===== src/rtl/lc4_phase_mem_sequencer_pkg.sv =====
// -----------------------------------------------------------------------------
// lc4_phase_mem_sequencer_pkg
// Shared definitions for the four-phase memory sequencer:
//   - phase FSM state encoding (3-bit codes and the enum built on them)
//   - packed strobe bundle {i1re, i2re, dre, gwe}
//   - strobe-legality helper (exactly one strobe high)
// -----------------------------------------------------------------------------
package lc4_phase_mem_sequencer_pkg;

  localparam logic [2:0] ST_UNSYNC = 3'd0;
  localparam logic [2:0] ST_EXP_I1 = 3'd1;
  localparam logic [2:0] ST_EXP_I2 = 3'd2;
  localparam logic [2:0] ST_EXP_D  = 3'd3;
  localparam logic [2:0] ST_EXP_G  = 3'd4;

  typedef enum logic [2:0] {
    UNSYNC = ST_UNSYNC,
    EXP_I1 = ST_EXP_I1,
    EXP_I2 = ST_EXP_I2,
    EXP_D  = ST_EXP_D,
    EXP_G  = ST_EXP_G
  } phase_state_e;

  typedef struct packed {
    logic i1re;
    logic i2re;
    logic dre;
    logic gwe;
  } strobes_t;

  // True when exactly one strobe is high (non-zero and a power of two).
  function automatic logic strobes_legal(input strobes_t stb);
    logic [3:0] v;
    v = stb;
    return (v != 4'd0) && ((v & (v - 4'd1)) == 4'd0);
  endfunction

endpackage


===== src/rtl/lc4_phase_tracker.sv =====
// -----------------------------------------------------------------------------
// lc4_phase_tracker
// Phase-sequence FSM: follows the i1re -> i2re -> dre -> gwe strobe cycle,
// flags illegal or out-of-order cycles, and tells the parent which phase (if
// any) is being accepted this cycle.
// Ports:
//   clk, rst      clock, synchronous active-high reset
//   stb_i         current strobe bundle
//   cap_i1_o      accepted lone i1re (capture instruction 1 this edge)
//   cap_i2_o      accepted lone i2re (capture instruction 2 this edge)
//   cap_d_o       accepted lone dre  (capture data read this edge)
//   commit_o      accepted lone gwe in EXP_G (publish / allow write)
//   in_sync_o     FSM is tracking a legal sequence
//   seq_err_o     sticky sequence-error flag
// -----------------------------------------------------------------------------
module lc4_phase_tracker
  import lc4_phase_mem_sequencer_pkg::*;
(
  input  logic     clk,
  input  logic     rst,
  input  strobes_t stb_i,
  output logic     cap_i1_o,
  output logic     cap_i2_o,
  output logic     cap_d_o,
  output logic     commit_o,
  output logic     in_sync_o,
  output logic     seq_err_o
);

  phase_state_e state_q, state_d;
  logic         seq_err_q;
  logic         set_err;
  logic         lone;

  // NOTE: every signal written here gets a default first, so no path through
  // the case leaves one unassigned and no latch is inferred.
  always_comb begin
    lone     = strobes_legal(stb_i);
    state_d  = state_q;
    set_err  = 1'b0;
    cap_i1_o = 1'b0;
    cap_i2_o = 1'b0;
    cap_d_o  = 1'b0;
    commit_o = 1'b0;
    unique case (state_q)
      // While unsynchronised, only a lone i1re matters; anything else is
      // simply waited out without raising an error.
      UNSYNC: begin
        if (lone && stb_i.i1re) begin
          state_d  = EXP_I2;
          cap_i1_o = 1'b1;
        end
      end
      EXP_I1: begin
        if (lone && stb_i.i1re) begin
          state_d  = EXP_I2;
          cap_i1_o = 1'b1;
        end else begin
          state_d = UNSYNC;
          set_err = 1'b1;
        end
      end
      EXP_I2: begin
        if (lone && stb_i.i2re) begin
          state_d  = EXP_D;
          cap_i2_o = 1'b1;
        end else begin
          state_d = UNSYNC;
          set_err = 1'b1;
        end
      end
      EXP_D: begin
        if (lone && stb_i.dre) begin
          state_d = EXP_G;
          cap_d_o = 1'b1;
        end else begin
          state_d = UNSYNC;
          set_err = 1'b1;
        end
      end
      EXP_G: begin
        if (lone && stb_i.gwe) begin
          state_d  = EXP_I1;
          commit_o = 1'b1;
        end else begin
          state_d = UNSYNC;
          set_err = 1'b1;
        end
      end
      default: state_d = UNSYNC;
    endcase
  end

  // NOTE: sequential state uses non-blocking assignments so every register
  // samples the pre-edge values regardless of statement order.
  always_ff @(posedge clk) begin
    if (rst) begin
      state_q   <= UNSYNC;
      seq_err_q <= 1'b0;
    end else begin
      state_q <= state_d;
      if (set_err) seq_err_q <= 1'b1;
    end
  end

  assign in_sync_o = (state_q != UNSYNC);
  assign seq_err_o = seq_err_q;

endmodule


===== src/rtl/lc4_phase_mem_sequencer.sv =====
// -----------------------------------------------------------------------------
// lc4_phase_mem_sequencer
// Shares one asynchronous-read, single-port memory between two instruction
// fetch ports and one data port using the i1re/i2re/dre/gwe phase strobes.
// Each accepted phase's read data is held in a shadow register; on the gwe
// phase the whole frame is published at once and the data write is committed.
// Ports:
//   clk, rst                     clock, synchronous active-high reset
//   i1re, i2re, dre, gwe         phase strobes
//   i1_addr, i2_addr, d_addr     port addresses
//   d_we, d_wdata                data write request/data (used in gwe phase)
//   mem_addr, mem_we, mem_wdata  memory request (combinational)
//   mem_rdata                    memory read data (same-cycle)
//   i1_data, i2_data, d_rdata    published frame
//   frame_valid                  one-cycle pulse per published frame
//   in_sync, seq_err             tracker status (seq_err is sticky)
//   frame_cnt                    published-frame counter (wraps)
// -----------------------------------------------------------------------------
module lc4_phase_mem_sequencer
  import lc4_phase_mem_sequencer_pkg::*;
#(
  parameter int ADDR_W = 16,
  parameter int DATA_W = 16,
  parameter int FCNT_W = 8
) (
  input  logic              clk,
  input  logic              rst,
  input  logic              i1re,
  input  logic              i2re,
  input  logic              dre,
  input  logic              gwe,
  input  logic [ADDR_W-1:0] i1_addr,
  input  logic [ADDR_W-1:0] i2_addr,
  input  logic [ADDR_W-1:0] d_addr,
  input  logic              d_we,
  input  logic [DATA_W-1:0] d_wdata,
  output logic [ADDR_W-1:0] mem_addr,
  output logic              mem_we,
  output logic [DATA_W-1:0] mem_wdata,
  input  logic [DATA_W-1:0] mem_rdata,
  output logic [DATA_W-1:0] i1_data,
  output logic [DATA_W-1:0] i2_data,
  output logic [DATA_W-1:0] d_rdata,
  output logic              frame_valid,
  output logic              in_sync,
  output logic              seq_err,
  output logic [FCNT_W-1:0] frame_cnt
);

  strobes_t stb;
  logic     cap_i1, cap_i2, cap_d, commit;

  logic [DATA_W-1:0] sh_i1_q, sh_i2_q, sh_d_q;
  logic [DATA_W-1:0] i1_data_q, i2_data_q, d_rdata_q;
  logic              frame_valid_q;
  logic [FCNT_W-1:0] frame_cnt_q;

  assign stb = '{i1re: i1re, i2re: i2re, dre: dre, gwe: gwe};

  lc4_phase_tracker u_tracker (
    .clk       (clk),
    .rst       (rst),
    .stb_i     (stb),
    .cap_i1_o  (cap_i1),
    .cap_i2_o  (cap_i2),
    .cap_d_o   (cap_d),
    .commit_o  (commit),
    .in_sync_o (in_sync),
    .seq_err_o (seq_err)
  );

  // Address mux: priority i1re > i2re > dre > gwe; idle cycles park on i1_addr.
  always_comb begin
    mem_addr = i1_addr;
    if (i1re)      mem_addr = i1_addr;
    else if (i2re) mem_addr = i2_addr;
    else if (dre)  mem_addr = d_addr;
    else if (gwe)  mem_addr = d_addr;
  end

  // commit already implies a lone gwe in EXP_G; rst blocks the write outright
  // so a reset landing in the gwe phase cannot corrupt memory.
  assign mem_we    = commit & d_we & ~rst;
  assign mem_wdata = d_wdata;

  // NOTE: shadow and published registers are reset explicitly so the first
  // frame after reset can never expose stale data.
  always_ff @(posedge clk) begin
    if (rst) begin
      sh_i1_q       <= '0;
      sh_i2_q       <= '0;
      sh_d_q        <= '0;
      i1_data_q     <= '0;
      i2_data_q     <= '0;
      d_rdata_q     <= '0;
      frame_valid_q <= 1'b0;
      frame_cnt_q   <= '0;
    end else begin
      if (cap_i1) sh_i1_q <= mem_rdata;
      if (cap_i2) sh_i2_q <= mem_rdata;
      if (cap_d)  sh_d_q  <= mem_rdata;
      frame_valid_q <= commit;
      // sh_d_q was captured in the dre phase, before this gwe write lands,
      // so a same-address read/write frame publishes the old value.
      if (commit) begin
        i1_data_q   <= sh_i1_q;
        i2_data_q   <= sh_i2_q;
        d_rdata_q   <= sh_d_q;
        frame_cnt_q <= frame_cnt_q + 1'b1;
      end
    end
  end

  assign i1_data     = i1_data_q;
  assign i2_data     = i2_data_q;
  assign d_rdata     = d_rdata_q;
  assign frame_valid = frame_valid_q;
  assign frame_cnt   = frame_cnt_q;

endmodule


===== config.mk =====
export PLATFORM = sky130hd
export DESIGN_NAME = lc4_phase_mem_sequencer
export DESIGN_NICKNAME = d
export VERILOG_FILES = /design/src/rtl/lc4_phase_mem_sequencer_pkg.sv /design/src/rtl/lc4_phase_tracker.sv /design/src/rtl/lc4_phase_mem_sequencer.sv
export SDC_FILE = /design/constraint.sdc
export NUM_CORES = 1
export LEC_CHECK = 0
export CORE_MARGIN = 3
export CORE_UTILIZATION = 25
export DETAILED_ROUTE_END_ITERATION = 10
export PLACE_DENSITY = 0.63
export SLEW_MARGIN = 25
export SYNTH_ARGS = -nofsm -noshare
export SYNTH_HDL_FRONTEND = slang
export SYNTH_HIERARCHICAL = 1
export SYNTH_SLANG_ARGS = --single-unit

===== constraint.sdc =====
create_clock -name clk -period 2.2 [get_ports clk]
set_input_delay 0.33 -clock clk [delete_from_list [all_inputs] [get_ports clk]]
set_output_delay 0.33 -clock clk [all_outputs]
set_load 0.03 [all_outputs]

Yosys cells after proc, flatten, opt, wreduce, memory -nomap -nowiden

Cells that the tools add are included.

Output and inout bits: 92
Input port bits: 87
Bits in registers: 109
Word-level logic and storage cells: 54

Reduce and logical (&&, ||, !) cells: 10
Mux-type cells: 23
Bitwise logic cells: 4
Equal/unequal tests: 5
Add/sub/neg operators: 2

Operators by type and width:

| cell                  | count |
|---|---|
| $mux W16              | 4 |
| $pmux W3 S5           | 1 |
| $mux W1               | 13 |
| $add A8 B1 Y8 const B | 1 |
| $eq A3 B2 Y1 const B  | 2 |
| $mux W3               | 2 |
| $logic_and A1 B1 Y1   | 5 |
| $and A4 B4 Y4         | 1 |
| $logic_not A4 Y1      | 1 |
| $mux W2               | 2 |
| $pmux W1 S4           | 1 |
| $reduce_bool A4 Y1    | 1 |
| $sub A4 B1 Y4 const B | 1 |
| $eq A3 B1 Y1 const B  | 1 |
| $eq A3 B3 Y1 const B  | 1 |
| $logic_not A3 Y1      | 1 |
| $reduce_bool A3 Y1    | 1 |
| $and A1 B1 Y1         | 2 |
| $ne A2 B1 Y1 const B  | 1 |
| $reduce_or A2 Y1      | 1 |
| $not A1 Y1            | 1 |

Longest topological paths before layout

Gate-level depths: netlist of the first run.

Depth in word-level cells: 9
Gate-level depth with buffers: 9
Depth with buffers taken out: 7

Modules after synthesis

Netlist of the first run, hierarchy kept.

By module, submodules not included:

| module                  | sequential area each (sq um) | area each (sq um) | cells an instance | instances |
|---|---|---|---|---|
| lc4_phase_mem_sequencer | 2102.0                       | 4195.3            | 426               | 1 |
| lc4_phase_tracker       | 80.1                         | 310.3             | 39                | 1 |

Worst setup path before layout of the first run

OpenSTA, ideal clock, no wires.

Path kind: in2out
From: input port i2re
To: output port mem_we
Stages on the path: 7
Setup slack: 0.226 ns
Data arrival time: 1.644 ns
Path buffers: 2
Path through: buf_2 nor4b_1 nor3_1 nor4_1 buf_4 nor2b_1 and2_1

Longest elaborated chain between the ends: 9
Elaborated cells on any way between the ends: 10

Ends and longest elaborated chain:

| item                           | line                              | RTL |
|---|---|---|
| from (decl)                    | lc4_phase_mem_sequencer.sv:29     | `input logic i2re,` |
| $sub A4 B1 Y4                  | lc4_phase_mem_sequencer_pkg.sv:35 | `return (v != 4'd0) && ((v & (v - 4'd1)) == 4'd0);` |
| $and A4 B4 Y4                  | lc4_phase_mem_sequencer_pkg.sv:35 |  |
| $logic_not A4 Y1               | lc4_phase_mem_sequencer_pkg.sv:35 |  |
| $logic_and A1 B1 Y1 (*)        | lc4_phase_mem_sequencer_pkg.sv:35 |  |
| $logic_and A1 B1 Y1 (*)        | lc4_phase_tracker.sv:82           | `if (lone && stb_i.gwe) begin` |
| $mux W1 (*)                    | lc4_phase_tracker.sv:82           |  |
| $mux W1 (*)                    | lc4_phase_tracker.sv:45           | `unique case (state_q)` |
| net commit                     | lc4_phase_mem_sequencer.sv:51     | `logic cap_i1, cap_i2, cap_d, commit;` |
| $and A1 B1 Y1 (*) (2 in a row) | lc4_phase_mem_sequencer.sv:83     | `assign mem_we = commit & d_we & ~rst;` |
| to (decl)                      | lc4_phase_mem_sequencer.sv:38     | `output logic mem_we,` |

Mark *: on every way through the listed nets, which the timed path passes. The rest lies on a longest branch.

Worst setup path in the final report of the first run

From: input port gwe
To: output port mem_we

Longest elaborated chain between the ends: 9
Elaborated cells on any way between the ends: 10

Ends and longest elaborated chain:

| item                           | line                              | RTL |
|---|---|---|
| from (decl)                    | lc4_phase_mem_sequencer.sv:31     | `input logic gwe,` |
| $sub A4 B1 Y4                  | lc4_phase_mem_sequencer_pkg.sv:35 |  |
| $and A4 B4 Y4                  | lc4_phase_mem_sequencer_pkg.sv:35 |  |
| $logic_not A4 Y1               | lc4_phase_mem_sequencer_pkg.sv:35 |  |
| $logic_and A1 B1 Y1            | lc4_phase_mem_sequencer_pkg.sv:35 |  |
| $logic_and A1 B1 Y1 (*)        | lc4_phase_tracker.sv:82           |  |
| $mux W1 (*)                    | lc4_phase_tracker.sv:82           |  |
| $mux W1 (*)                    | lc4_phase_tracker.sv:45           |  |
| net commit                     | lc4_phase_mem_sequencer.sv:51     |  |
| $and A1 B1 Y1 (*) (2 in a row) | lc4_phase_mem_sequencer.sv:83     |  |

Marked as above.

==> parameters.txt, run 1 <==
Parameter                              Value

Synthesis
  Seq/Total Area, Yosys ... 48.4%
  Synthesized instance count ... 465
  Top area cells in the synthesized netlist ... sky130_fd_sc_hd__dfxtp_1 (48%), sky130_fd_sc_hd__mux2i_1 (22%), sky130_fd_sc_hd__nor2_1 (8.6%)
  Nets in the synthesized netlist ... 553
  Leading area contributor after synthesis ... sky130_fd_sc_hd__dfxtp_1
  Most frequent cell after synthesis ... sky130_fd_sc_hd__dfxtp_1
  Post-synthesis area per instance ... 9.69 µm²
  Commonest cells in the synthesized netlist ... sky130_fd_sc_hd__dfxtp_1 (109), sky130_fd_sc_hd__nor2_1 (103), sky130_fd_sc_hd__mux2i_1 (97)
  Most used flip-flop cell after synthesis ... sky130_fd_sc_hd__dfxtp_1
  Post-synthesis register bit count ... 109
  Netlist Area Pre-Place ... 0.00451 mm²
  Number of unique standard cell types used by synthesis ... 38
  Share of the synthesized area in the top cell type ... 48.4%
  Proportion of synthesized flip-flops having asynchronous set or reset ... 0%
  Warning count from the yosys run ... 6
  Count of flip-flops with a built-in enable after synthesis ... 0

Floorplan
  Number of rows in the core area ... 48
  Area of the core ... 0.0175 mm²
  Die extent in y ... 140 µm
  Starting Density ... 25.8%
  Number of top-level design ports ... 179
  Floorplan die width ... 140 µm
  Area of the die ... 0.0197 mm²

Pwr
  Overall power consumption ... 3.98 mW
  LEAKAGE ... 2.28 nW
  Power density over cell area ... 599 mW/mm²
  Max IR drop VDD ... 0.331 mV

Detailed routing
  Number of iterations in the first detailed-routing pass ... 7
  DRC marker count from the first detailed-route iteration ... 144
  Number of nets still failing antenna checks after routing ... 0
  Average detailed-routed wire length per instance ... 15.5 µm
  Vias ... 3850
  Number of DRC violations after detailed routing ... 0
  Vias per cell ... 4.60
  Wire length reported by the detailed router ... 13.0 mm

Critical path
  Type of the worst setup path ... in2out
  Maximum fanout encountered on the critical timing path ... 2
  Startpoint type of the worst setup path ... primary input
  Worst Setup End Kind ... output pin
  Cell chain of the critical path ... clkdlybuf4s15_1 > or2_4 > nor3b_4 > nor3_4 > nor4_4 > nor2b_4 > and2_4 > buf_6
  Data required time at the worst endpoint ... 1.87 ns
  Worst path top cell family by delay ... simple AND/OR/NAND/NOR gates
  Arrival time reported for the critical path endpoint ... 1.78 ns
  Crit path buf inv count ... 2
  Cell at the slowest stage of the critical path ... sky130_fd_sc_hd__or2_4
  Largest stage delay on the critical path ... 0.26 ns

Timing
  Shortest period the worst path allows ... 2.11 ns
  Final hold viol count ... 0
  Timing-limited maximum frequency ... 474 MHz
  Worst Max-Slew Pin Slew ... 0.500 ns
  Layout Skew ... 0.00846 ns
  Relative max-transition margin ... 66.7%
  Worst slack on hold paths ... 0.294 ns
  Minimum setup slack in the final design ... 0.0894 ns
  Period utilisation layout ... 95.9%
  Final Slew Violations ... 0
  Final Setup Violations ... 0

Finish
  Final #Nets ... 696
  Post-route cell area ... 0.00665 mm²
  Area growth from synthesis to final layout ... 47.5%
  Fraction of final layout cells sized beyond drive strength 1 ... 13.4%
  Filler Cell Count ... 1751
  Core utilization of the finished layout ... 38.0%
  Ant. Diodes ... 0

CTS
  Maximum clock path buffer count ... 2
  CTS buffer count ... 9
  TritonCTS clock tree ... yes
  Post-CTS clock slew at the launch and capture registers of the worst setup and hold paths ... 0.08 ns
  Clk Tree Root Cell ... sky130_fd_sc_hd__clkbuf_16
  TritonCTS sink count ... 109
  Clock network latency to the later pin of the worst-skew pair ... 0.35 ns
  H-tree levels ... 3

Placement
  Dpl hpwl ... 8.98 mm
  Port Buf Inserts ... 146
  Routability cong. ... 0.894
  Post-DP Area ... 0.00627 mm²
  Worst setup slack after placement ... -0.309 ns

Outcome
  Status ... finished clean

GRT
  Initial antenna violation count ... 0
  First-pass GRT wire length ... 21.0 mm
  Global routing usage summed across all routing layers ... 13.1%
  Vias in the first global route ... 3938
  Total overflow reported by the global router ... 0
  Pin count of the biggest net entering global routing ... 109

Worst hold path
  Class of the tightest hold or removal check ... in2reg

Flow run
  Max-capacitance violation count ... 0
-- logic make-up after synthesis --
logic type / Yosys count / synth area share (%)
buffers and inverters: 50 / 6.47
AOI/OAI and AO/OA: 62 / 8.14
DFF: 109 / 48.4
adders and majority gates: 1 / 0.278
and+or+nand+nor: 140 / 14.0
muxes: 97 / 21.5
xor gates and xnor gates: 6 / 1.17
-- power by group --
part | switching [mW] | total [mW] | leakage, nW | internal (mW)
registers | 0.00457 | 1.98 | 0.878 | 1.98
clock network | 0.746 | 1.53 | 0.131 | 0.779
logic | 0.228 | 0.471 | 1.27 | 0.244
-- worst paths after layout --
kind / start / endpoint / slack [ns] / cells after the start
setup / recovery: gwe / mem_we / 0.09 / 8
hold / removal: rst / frame_valid$_SDFF_PP0_ / 0.29 / 3
hold reg to reg: sh_i2_q[4]$_SDFFE_PP0P_ / sh_i2_q[4]$_SDFFE_PP0P_ / 0.49 / 2
setup reg to reg: u_tracker/state_q[2]$_SDFFE_PP0P_ / frame_cnt[7]$_SDFFE_PP0P_ / 0.30 / 7
-- flip-flops by register name, summed over array words and instances (netlist names) --
register,flops
i1_data,16
frame_valid,1
i2_data,16
frame_cnt,8
u_tracker/seq_err_o,1
sh_i1_q,16
u_tracker/state_q,3
d_rdata,16
sh_i2_q,16
sh_d_q,16
-- cells in the final DEF (no fill, tap or decap), types with 4 or more instances in the layout --
cell type	n
sky130_fd_sc_hd__clkbuf_16	9
sky130_fd_sc_hd__dfxtp_1	109
sky130_fd_sc_hd__mux2i_1	97
sky130_fd_sc_hd__o22ai_1	30
sky130_fd_sc_hd__buf_12	9
sky130_fd_sc_hd__clkdlybuf4s50_1	124
sky130_fd_sc_hd__o21ai_0	4
sky130_fd_sc_hd__nor2_1	103
sky130_fd_sc_hd__a21oi_1	21
sky130_fd_sc_hd__or3_1	4
sky130_fd_sc_hd__nand2_1	4
sky130_fd_sc_hd__nand2b_1	4
sky130_fd_sc_hd__buf_4	41
-- layer usage --
metal  global-route usage [%]  vias up  share of wire, %
met2                     22.7      152                49
met4                     4.95        0               1.8
met3                     4.23       22               8.6
met5                        0        -                 0
li1                         -     1892                 -
met1                     14.9     1784                41
-- worst register-to-register path, stage by stage (launching register included) --
cell	delay, ns
sky130_fd_sc_hd__dfxtp_1	0.44
sky130_fd_sc_hd__nand2_1	0.17
sky130_fd_sc_hd__nor4_4	0.27
sky130_fd_sc_hd__buf_4	0.15
sky130_fd_sc_hd__buf_4	0.17
sky130_fd_sc_hd__nand4_2	0.13
sky130_fd_sc_hd__or3_1	0.37
sky130_fd_sc_hd__a21oi_1	0.14
-- per-stage QoR --
stage	instances	TNS, ns
finish	837	0
global placement	817	-14.96
global route	837	-0.0135
detailed placement	817	-16.05
CTS	836	0
floorplan	465	0
-- repair_timing --
item	4_1_cts	5_1_grt
setup endpoints to repair	17	14
hold buffers	0	0
buffers inserted	4	1
gates resized for setup	13	9
pin swaps	6	6
-- area by class of cell --
cell class | instances | area (µm²) | area share (%)
Inverter | 2 | 7.51 | 0.113
Clock inverter | 5 | 45.0 | 0.678
Clock buffer | 10 | 229 | 3.45
Multi-Input combinational cell | 306 | 2120 | 31.8
Timing Repair Buffer | 180 | 1780 | 26.8
Tap cell | 225 | 282 | 4.24
Sequential cell | 109 | 2180 | 32.8
Note: power is estimated with default switching activity, not from simulation.
==> run 2, diff against run 1 <==
--- a/config.mk
+++ b/config.mk
@@ -12,5 +12,4 @@
 export SLEW_MARGIN = 25
 export SYNTH_ARGS = -nofsm -noshare
 export SYNTH_HDL_FRONTEND = slang
-export SYNTH_HIERARCHICAL = 1
 export SYNTH_SLANG_ARGS = --single-unit
==> run 2 against run 1 <==
Compared with the run above: sequential power about the same; register-to-register slack better by 0.13 ns; highest routed layer unchanged; global-route usage rose by 0.50 points; via count is 6.0% higher; synthesized area down 0.92%; combinational power decreased by 11%; cell area is 4.0% lower; sequential cell count unchanged; core utilization decreased by 1.4 points.
==> parameters.txt, run 2 <==
Parameter                              Value

Finish
  Core utilization of the finished layout ... 36.6% (was 38.0%)
  Final #Nets ... 758 (was 696)
  Area growth from synthesis to final layout ... 42.8% (was 47.5%)
  Final instance count without filler cells ... 899 (was 837)
  Filler Cell Count ... 1837 (was 1751)
  Most common cell after layout, fill and taps aside ... sky130_fd_sc_hd__nand2_1 (was sky130_fd_sc_hd__clkdlybuf4s50_1)
  Top library cells by usage in the layout, fill and taps aside ... sky130_fd_sc_hd__nand2_1 (163), sky130_fd_sc_hd__clkdlybuf4s50_1 (124), sky130_fd_sc_hd__dfxtp_1 (106), sky130_fd_sc_hd__a21oi_1 (83), sky130_fd_sc_hd__a22oi_1 (32) (was sky130_fd_sc_hd__clkdlybuf4s50_1 (124), sky130_fd_sc_hd__dfxtp_1 (109), sky130_fd_sc_hd__nor2_1 (103), sky130_fd_sc_hd__mux2i_1 (97), sky130_fd_sc_hd__buf_4 (41))
  Fraction of final layout cells sized beyond drive strength 1 ... 9.64% (was 13.4%)
  Ant. Diodes ... 0 (unchanged)

Synthesis
  Warning count from the yosys run ... 0 (was 6)
  Post-synthesis area per instance ... 8.10 µm² (was 9.69 µm²)
  Leading area contributor after synthesis ... sky130_fd_sc_hd__dfxtp_1 (unchanged)
  Proportion of synthesized flip-flops having asynchronous set or reset ... 0% (unchanged)
  Seq/Total Area, Yosys ... 48.9% (was 48.4%)
  Commonest cells in the synthesized netlist ... sky130_fd_sc_hd__nand2_1 (163), sky130_fd_sc_hd__dfxtp_1 (109), sky130_fd_sc_hd__a21oi_1 (83) (was sky130_fd_sc_hd__dfxtp_1 (109), sky130_fd_sc_hd__nor2_1 (103), sky130_fd_sc_hd__mux2i_1 (97))
  Count of flip-flops with a built-in enable after synthesis ... 0 (unchanged)
  Nets in the synthesized netlist ... 639 (was 553)
  Number of unique standard cell types used by synthesis ... 37 (was 38)
  Synthesized instance count ... 551 (was 465)
  Most frequent cell after synthesis ... sky130_fd_sc_hd__nand2_1 (was sky130_fd_sc_hd__dfxtp_1)
  Post-synthesis register bit count ... 109 (unchanged)
  Most used flip-flop cell after synthesis ... sky130_fd_sc_hd__dfxtp_1 (unchanged)
  Netlist Area Pre-Place ... 0.00446 mm² (was 0.00451 mm²)
  Top area cells in the synthesized netlist ... sky130_fd_sc_hd__dfxtp_1 (49%), sky130_fd_sc_hd__nand2_1 (14%), sky130_fd_sc_hd__a21oi_1 (9.3%) (was sky130_fd_sc_hd__dfxtp_1 (48%), sky130_fd_sc_hd__mux2i_1 (22%), sky130_fd_sc_hd__nor2_1 (8.6%))
  Share of the synthesized area in the top cell type ... 48.9% (was 48.4%)

Floorplan
  Floorplan die width ... 140 µm (about the same)
  Die extent in y ... 140 µm (about the same)
  Starting Density ... 25.6% (was 25.8%)
  Area of the core ... 0.0174 mm² (was 0.0175 mm²)
  Area of the die ... 0.0195 mm² (was 0.0197 mm²)
  Number of top-level design ports ... 179 (unchanged)
  Number of rows in the core area ... 48 (unchanged)

Timing
  Relative max-transition margin ... 61.8% (was 66.7%)
  Final Slew Violations ... 0 (unchanged)
  Worst slack on hold paths ... 0.205 ns (was 0.294 ns)
  Final Setup Violations ... 0 (unchanged)
  Setup repair after global routing missed its margin ... false
  Fin Setup TNS ... 0 ns (unchanged)
  Worst Max-Slew Pin Slew ... 0.574 ns (was 0.500 ns)
  Timing-limited maximum frequency ... 470 MHz (was 474 MHz)
  Period utilisation layout ... 96.7% (was 95.9%)
  Final hold viol count ... 0 (unchanged)
  Layout Skew ... 0.00695 ns (was 0.00846 ns)
  Shortest period the worst path allows ... 2.13 ns (was 2.11 ns)

Critical path
  Startpoint type of the worst setup path ... register (was primary input)
  Maximum fanout encountered on the critical timing path ... 4 (was 2)
  Type of the worst setup path ... reg2out (was in2out)
  Data required time at the worst endpoint ... 1.87 ns (about the same)
  Worst Setup End Kind ... output pin (unchanged)
  Arrival time reported for the critical path endpoint ... 1.80 ns (was 1.78 ns)

CTS
  CTS buffer count ... 9 (unchanged)
  TritonCTS sink count ... 109 (unchanged)
  Clk Tree Root Cell ... sky130_fd_sc_hd__clkbuf_16 (unchanged)
  TritonCTS clock tree ... yes (unchanged)
  Post-CTS clock slew at the launch and capture registers of the worst setup and hold paths ... 0.07 ns (was 0.08 ns)
  Clock network latency to the later pin of the worst-skew pair ... 0.35 ns (about the same)
  H-tree levels ... 3 (unchanged)
  Maximum clock path buffer count ... 2 (unchanged)
  Post-CTS Hold Fix Bufs ... 0 (unchanged)

Pwr
  Max IR drop VDD ... 0.367 mV (was 0.331 mV)
  LEAKAGE ... 2.26 nW (was 2.28 nW)
  Power density over cell area ... 629 mW/mm² (was 599 mW/mm²)

Detailed routing
  Number of iterations in the first detailed-routing pass ... 4 (was 7)
  DRC marker count from the first detailed-route iteration ... 254 (was 144)
  Number of DRC violations after detailed routing ... 0 (unchanged)
  Vias ... 4080 (was 3850)
  Wire length reported by the detailed router ... 13.6 mm (was 13.0 mm)
  Average detailed-routed wire length per instance ... 15.1 µm (was 15.5 µm)
  Vias per cell ... 4.54 (was 4.60)
  Number of nets still failing antenna checks after routing ... 0 (unchanged)

GRT
  Global routing usage summed across all routing layers ... 13.6% (was 13.1%)
  Initial antenna violation count ... 0 (unchanged)
  Total overflow reported by the global router ... 0 (unchanged)
  Pin count of the biggest net entering global routing ... 109 (unchanged)
  First-pass GRT wire length ... 21.5 mm (was 21.0 mm)
  Vias in the first global route ... 3945 (was 3938)

Placement
  Routability cong. ... 0.803 (was 0.894)
  Port Buf Inserts ... 146 (unchanged)
  Post-placement cell count ... 881 (was 817)
  Dpl hpwl ... 9.06 mm (was 8.98 mm)

Flow run
  Max-capacitance violation count ... 0 (unchanged)

Worst hold path
  Class of the tightest hold or removal check ... in2reg (unchanged)

Outcome
  Status ... finished clean (unchanged)
[run 2: changes by cell type after synthesis, moves of 30 or more]
cell,before,now
sky130_fd_sc_hd__o22ai_1,30,0
sky130_fd_sc_hd__a22oi_1,0,32
sky130_fd_sc_hd__a21oi_1,21,83
sky130_fd_sc_hd__nand2_1,4,163
sky130_fd_sc_hd__nor2_1,103,29
sky130_fd_sc_hd__mux2i_1,97,16
[run 2: worst paths after layout]
check / start / endpoint / slack, ns / cells after the start
setup / recovery: u_tracker.state_q[0]$_SDFFE_PP0P_ / in_sync / 0.07 / 3
setup reg to reg: u_tracker.state_q[0]$_SDFFE_PP0P_ / i1_data[7]$_SDFFE_PP0N_ / 0.43 / 5
hold / removal: rst / frame_valid$_SDFF_PP0_ / 0.21 / 2
hold reg to reg: sh_i2_q[14]$_SDFFE_PP0P_ / i2_data[14]$_SDFFE_PP0N_ / 0.45 / 2
[run 2: per-layer routing]
metal,track usage (%),part of all wire [%]
met3,3.26,4.4
met4,3.21,1.1
met5,0,0
met2,21.5,46
met1,18.9,48
[run 2: final cells by class]
cell class	instances	area, µm²	share of cell area (%)
Inverter	3	11.3	0.177
Tap cell	225	282	4.42
Timing Repair Buffer	166	1650	25.9
Clock buffer	9	225	3.53
Multi-Input combinational cell	381	1950	30.6
Sequential cell	109	2190	34.4
Clock inverter	6	63.8	1.00
[run 2: worst max-delay path, cell delays in order, from the launching register on]
cell and delay, ns:
sky130_fd_sc_hd__dfxtp_4 0.35, sky130_fd_sc_hd__buf_4 0.14, sky130_fd_sc_hd__or3_1 0.34, sky130_fd_sc_hd__clkdlybuf4s50_1 0.62
[run 2: repair_timing]
action                     4_1_cts  5_1_grt
buffers inserted                 3        0
hold endpoints to repair         0        0
gates resized for setup         13        6
setup endpoints to repair        6       17
pin swaps                        4        2
[run 2: metrics by stage]
stage	setup WS (ns)	instance area (µm²)	power (mW)
after global routing	0.00454	6380	4.17
after global placement	-0.201	6020	2.44
final	0.0730	6380	4.01
after CTS	-0.00649	6350	4.06
after detailed placement	-0.222	6020	2.44
after floorplan	0.0424	4460	2.26
[run 2: cell families after synthesis]
logic type	Yosys count	share of synthesized area, %
multiplexers	16	3.59
XOR/XNOR	7	1.37
AND/OR/NAND/NOR	220	20.4
AO/OA/AOI/OAI	137	17.6
adder cells (fa/ha/maj)	1	0.280
buffers and inverters	61	7.88
flip-flops	109	48.9
[run 2: report_power, final]
| part | switching, mW | internal [mW] |
|---|---|---|
| Sequential | 0.00384 | 1.98 |
| Combinational | 0.217 | 0.201 |
| Clock | 0.733 | 0.877 |
| Total | 0.954 | 3.05 |
==> run 3, diff against run 2 <==
--- a/config.mk
+++ b/config.mk
@@ -5,10 +5,11 @@
 export SDC_FILE = /design/constraint.sdc
 export NUM_CORES = 1
 export LEC_CHECK = 0
+export CORE_ASPECT_RATIO = 0.8
 export CORE_MARGIN = 3
-export CORE_UTILIZATION = 25
+export CORE_UTILIZATION = 39
 export DETAILED_ROUTE_END_ITERATION = 10
-export PLACE_DENSITY = 0.63
+export PLACE_DENSITY = 0.88
 export SLEW_MARGIN = 25
 export SYNTH_ARGS = -nofsm -noshare
 export SYNTH_HDL_FRONTEND = slang
==> constraint.sdc (replaced) <==
create_clock -name clk -period 1.8 [get_ports clk]
set_input_delay 0.27 -clock clk [delete_from_list [all_inputs] [get_ports clk]]
set_output_delay 0.27 -clock clk [all_outputs]
set_load 0.03 [all_outputs]
==> run 3 against run 2 <==
Compared with the run above: the flow now finishes with violations (setup timing); routed wire length is 1.3% higher; via count is 7.4% higher; sequential power is 22% higher; count of clock-buffer cells in the layout is 4 higher; highest routed layer unchanged; global-route usage is 6.7 points higher; clock power is 19% higher; largest power group unchanged; cell count is 7.8% lower; critical path type unchanged.
==> parameters.txt, run 3 (synthesized netlist as in run 2, its figures left out) <==
Parameter                              Value

CTS
  H-tree levels ... 3 (unchanged)
  Post-CTS clock slew at the launch and capture registers of the worst setup and hold paths ... 0.07 ns (about the same)
  Post-CTS Hold Fix Bufs ... 0 (unchanged)
  Clk Tree Root Cell ... sky130_fd_sc_hd__clkbuf_16 (unchanged)
  TritonCTS sink count ... 109 (unchanged)
  Clock network latency to the later pin of the worst-skew pair ... 0.34 ns (was 0.35 ns)
  TritonCTS clock tree ... yes (unchanged)
  CTS buffer count ... 9 (unchanged)
  Maximum clock path buffer count ... 2 (unchanged)

Finish
  Most common cell after layout, fill and taps aside ... sky130_fd_sc_hd__nand2_1 (unchanged)
  Register area ... 0.00218 mm² (was 0.00219 mm²)
  Area growth from synthesis to final layout ... 45.9% (was 42.8%)
  Fraction of final layout cells sized beyond drive strength 1 ... 13.1% (was 9.64%)
  Filler Cell Count ... 933 (was 1837)
  Final #Nets ... 768 (was 758)
  Multi-input gate area in the final layout ... 0.00202 mm² (was 0.00195 mm²)
  Post-route cell area ... 0.00651 mm² (was 0.00638 mm²)
  Top library cells by usage in the layout, fill and taps aside ... sky130_fd_sc_hd__nand2_1 (163), sky130_fd_sc_hd__clkdlybuf4s50_1 (122), sky130_fd_sc_hd__dfxtp_1 (108), sky130_fd_sc_hd__a21oi_1 (83), sky130_fd_sc_hd__buf_4 (33) (was sky130_fd_sc_hd__nand2_1 (163), sky130_fd_sc_hd__clkdlybuf4s50_1 (124), sky130_fd_sc_hd__dfxtp_1 (106), sky130_fd_sc_hd__a21oi_1 (83), sky130_fd_sc_hd__a22oi_1 (32))
  Ant. Diodes ... 0 (unchanged)

Placement
  Post-DP Area ... 0.00604 mm² (was 0.00602 mm²)
  Routability cong. ... 0.864 (was 0.803)
  Dpl hpwl ... 9.61 mm (was 9.06 mm)
  Port Buf Inserts ... 146 (unchanged)

Timing
  Worst slack on hold paths ... 0.270 ns (was 0.205 ns)
  Worst Max-Slew Pin Slew ... 0.386 ns (was 0.574 ns)
  Setup repair after global routing missed its margin ... true (was false)
  Timing-limited maximum frequency ... 485 MHz
  Relative max-transition margin ... 74.3% (was 61.8%)
  Layout Skew ... 0.00459 ns (was 0.00695 ns)
  Period utilisation layout ... 115%
  Shortest period the worst path allows ... 2.06 ns
  Minimum setup slack in the final design ... -0.264 ns (was 0.0730 ns)
  Final Setup Violations ... 5 (was 0)
  Final hold viol count ... 0 (unchanged)
  Final Slew Violations ... 0 (unchanged)

Floorplan
  Area of the core ... 0.0110 mm² (was 0.0174 mm²)
  Number of rows in the core area ... 34 (was 48)
  Floorplan die width ... 126 µm (was 140 µm)
  Area of the die ... 0.0128 mm² (was 0.0195 mm²)
  Die extent in y ... 102 µm (was 140 µm)
  Number of top-level design ports ... 179 (unchanged)
  Starting Density ... 40.5% (was 25.6%)

Detailed routing
  Vias ... 4380 (was 4080)
  Number of iterations in the first detailed-routing pass ... 5 (was 4)
  Number of DRC violations after detailed routing ... 0 (unchanged)
  Number of nets still failing antenna checks after routing ... 0 (unchanged)
  Vias per cell ... 5.28 (was 4.54)
  Average detailed-routed wire length per instance ... 16.6 µm (was 15.1 µm)
  Wire length reported by the detailed router ... 13.7 mm (was 13.6 mm)
  DRC marker count from the first detailed-route iteration ... 426 (was 254)

Critical path
  Type of the worst setup path ... reg2out (unchanged)
  Data required time at the worst endpoint ... 1.53 ns (was 1.87 ns)
  Number of cells on the worst reg-to-reg path ... 6 (was 5)
  Maximum fanout encountered on the critical timing path ... 2 (was 4)
  Critical register-to-register path endpoint ... i2_data[6]$_SDFFE_PP0N_ (was i1_data[7]$_SDFFE_PP0N_)
  Worst Setup End Kind ... output pin (unchanged)
  Register-to-register setup slack ... 0.04 ns (was 0.43 ns)
  Arrival time reported for the critical path endpoint ... 1.79 ns (was 1.80 ns)
  Launching point of the worst reg2reg path ... u_tracker.state_q[1]$_SDFFE_PP0P_ (was u_tracker.state_q[0]$_SDFFE_PP0P_)
  Startpoint type of the worst setup path ... register (unchanged)

GRT
  Vias in the first global route ... 4298 (was 3945)
  Initial antenna violation count ... 0 (unchanged)
  Total overflow reported by the global router ... 0 (unchanged)
  First-pass GRT wire length ... 20.8 mm (was 21.5 mm)
  Global routing usage summed across all routing layers ... 20.3% (was 13.6%)
  Pin count of the biggest net entering global routing ... 91 (was 109)

Worst hold path
  Worst Hold Path Cells ... 2 (unchanged)
  Class of the tightest hold or removal check ... in2reg (unchanged)
  Endpoint of the worst hold path ... u_tracker.state_q[0]$_SDFFE_PP0P_ (was frame_valid$_SDFF_PP0_)
  Start point of the worst min-delay path ... rst (unchanged)

Pwr
  Overall power consumption ... 4.90 mW (was 4.01 mW)
  Power density over cell area ... 753 mW/mm² (was 629 mW/mm²)
  Max IR drop VDD ... 0.562 mV (was 0.367 mV)
  LEAKAGE ... 2.38 nW (was 2.26 nW)

Outcome
  Violated checks ... setup timing
  Status ... complete, but fails checks (was finished clean)

Flow run
  Max-capacitance violation count ... 0 (unchanged)
-- run 3: repair_timing --
item | CTS | global route
endpoints found under the setup margin | 69 | 52
hold endpoints to repair | 0 | 0
resized for setup | 25 | 5
setup buffers | 4 | 1
pin swaps | 3 | 1
cloned | 0 | 2
-- run 3: power by group --
part | switching, mW | total, mW | internal, mW
logic | 0.288 | 0.561 | 0.273
registers | 0.00495 | 2.42 | 2.42
clock network | 0.830 | 1.92 | 1.08
-- run 3: per-stage QoR --
step	instances	TNS (ns)	utilization, %	setup slack [ns]
floorplan	551	-0.0522	-	-0.0399
global placement	806	-43.06	54.8	-0.617
detailed placement	806	-47.86	54.8	-0.723
CTS	826	-0.311	58.4	-0.311
global route	829	-1.38	59.1	-0.314
finish	829	-0.277	59.1	-0.264
-- run 3: area by class of cell --
type / instances / area share (%)
inverter: 3 / 0.173
clock inverter: 3 / 0.269
multi-input combinational: 381 / 31.0
timing repair buffer: 176 / 28.0
sequential: 109 / 33.5
tap: 144 / 2.77
clock buffer: 13 / 4.30
-- run 3: per-layer routing --
metal	GRT usage, %	share of wire (%)	vias up
met5	0	0	-
met4	6.50	2.0	0
li1	-	-	2100
met3	6.69	7.6	24
met2	33.3	47	173
met1	25.6	43	2083
-- run 3: critical path: stages, from the launching register on --
cell	delay, ns
sky130_fd_sc_hd__dfxtp_2	0.32
sky130_fd_sc_hd__or4b_4	0.52
sky130_fd_sc_hd__or2_4	0.27
sky130_fd_sc_hd__nor2_4	0.09
sky130_fd_sc_hd__and2_4	0.14
sky130_fd_sc_hd__buf_6	0.12
-- run 3: worst max path at each step --
stage / endpoint / slack (ns) / cells past startpoint / startpoint
3_3_place_gp: mem_addr[7] / -0.62 / 6 / dre
3_5_place_dp: mem_addr[7] / -0.72 / 6 / dre
2_1_floorplan: mem_we / -0.04 / 6 / u_tracker.state_q[1]$_SDFFE_PP0P_
5_1_grt: mem_we / -0.31 / 5 / u_tracker.state_q[1]$_SDFFE_PP0P_
6_report: mem_we / -0.26 / 5 / u_tracker.state_q[1]$_SDFFE_PP0P_
4_1_cts: mem_we / -0.31 / 5 / u_tracker.state_q[1]$_SDFFE_PP0P_
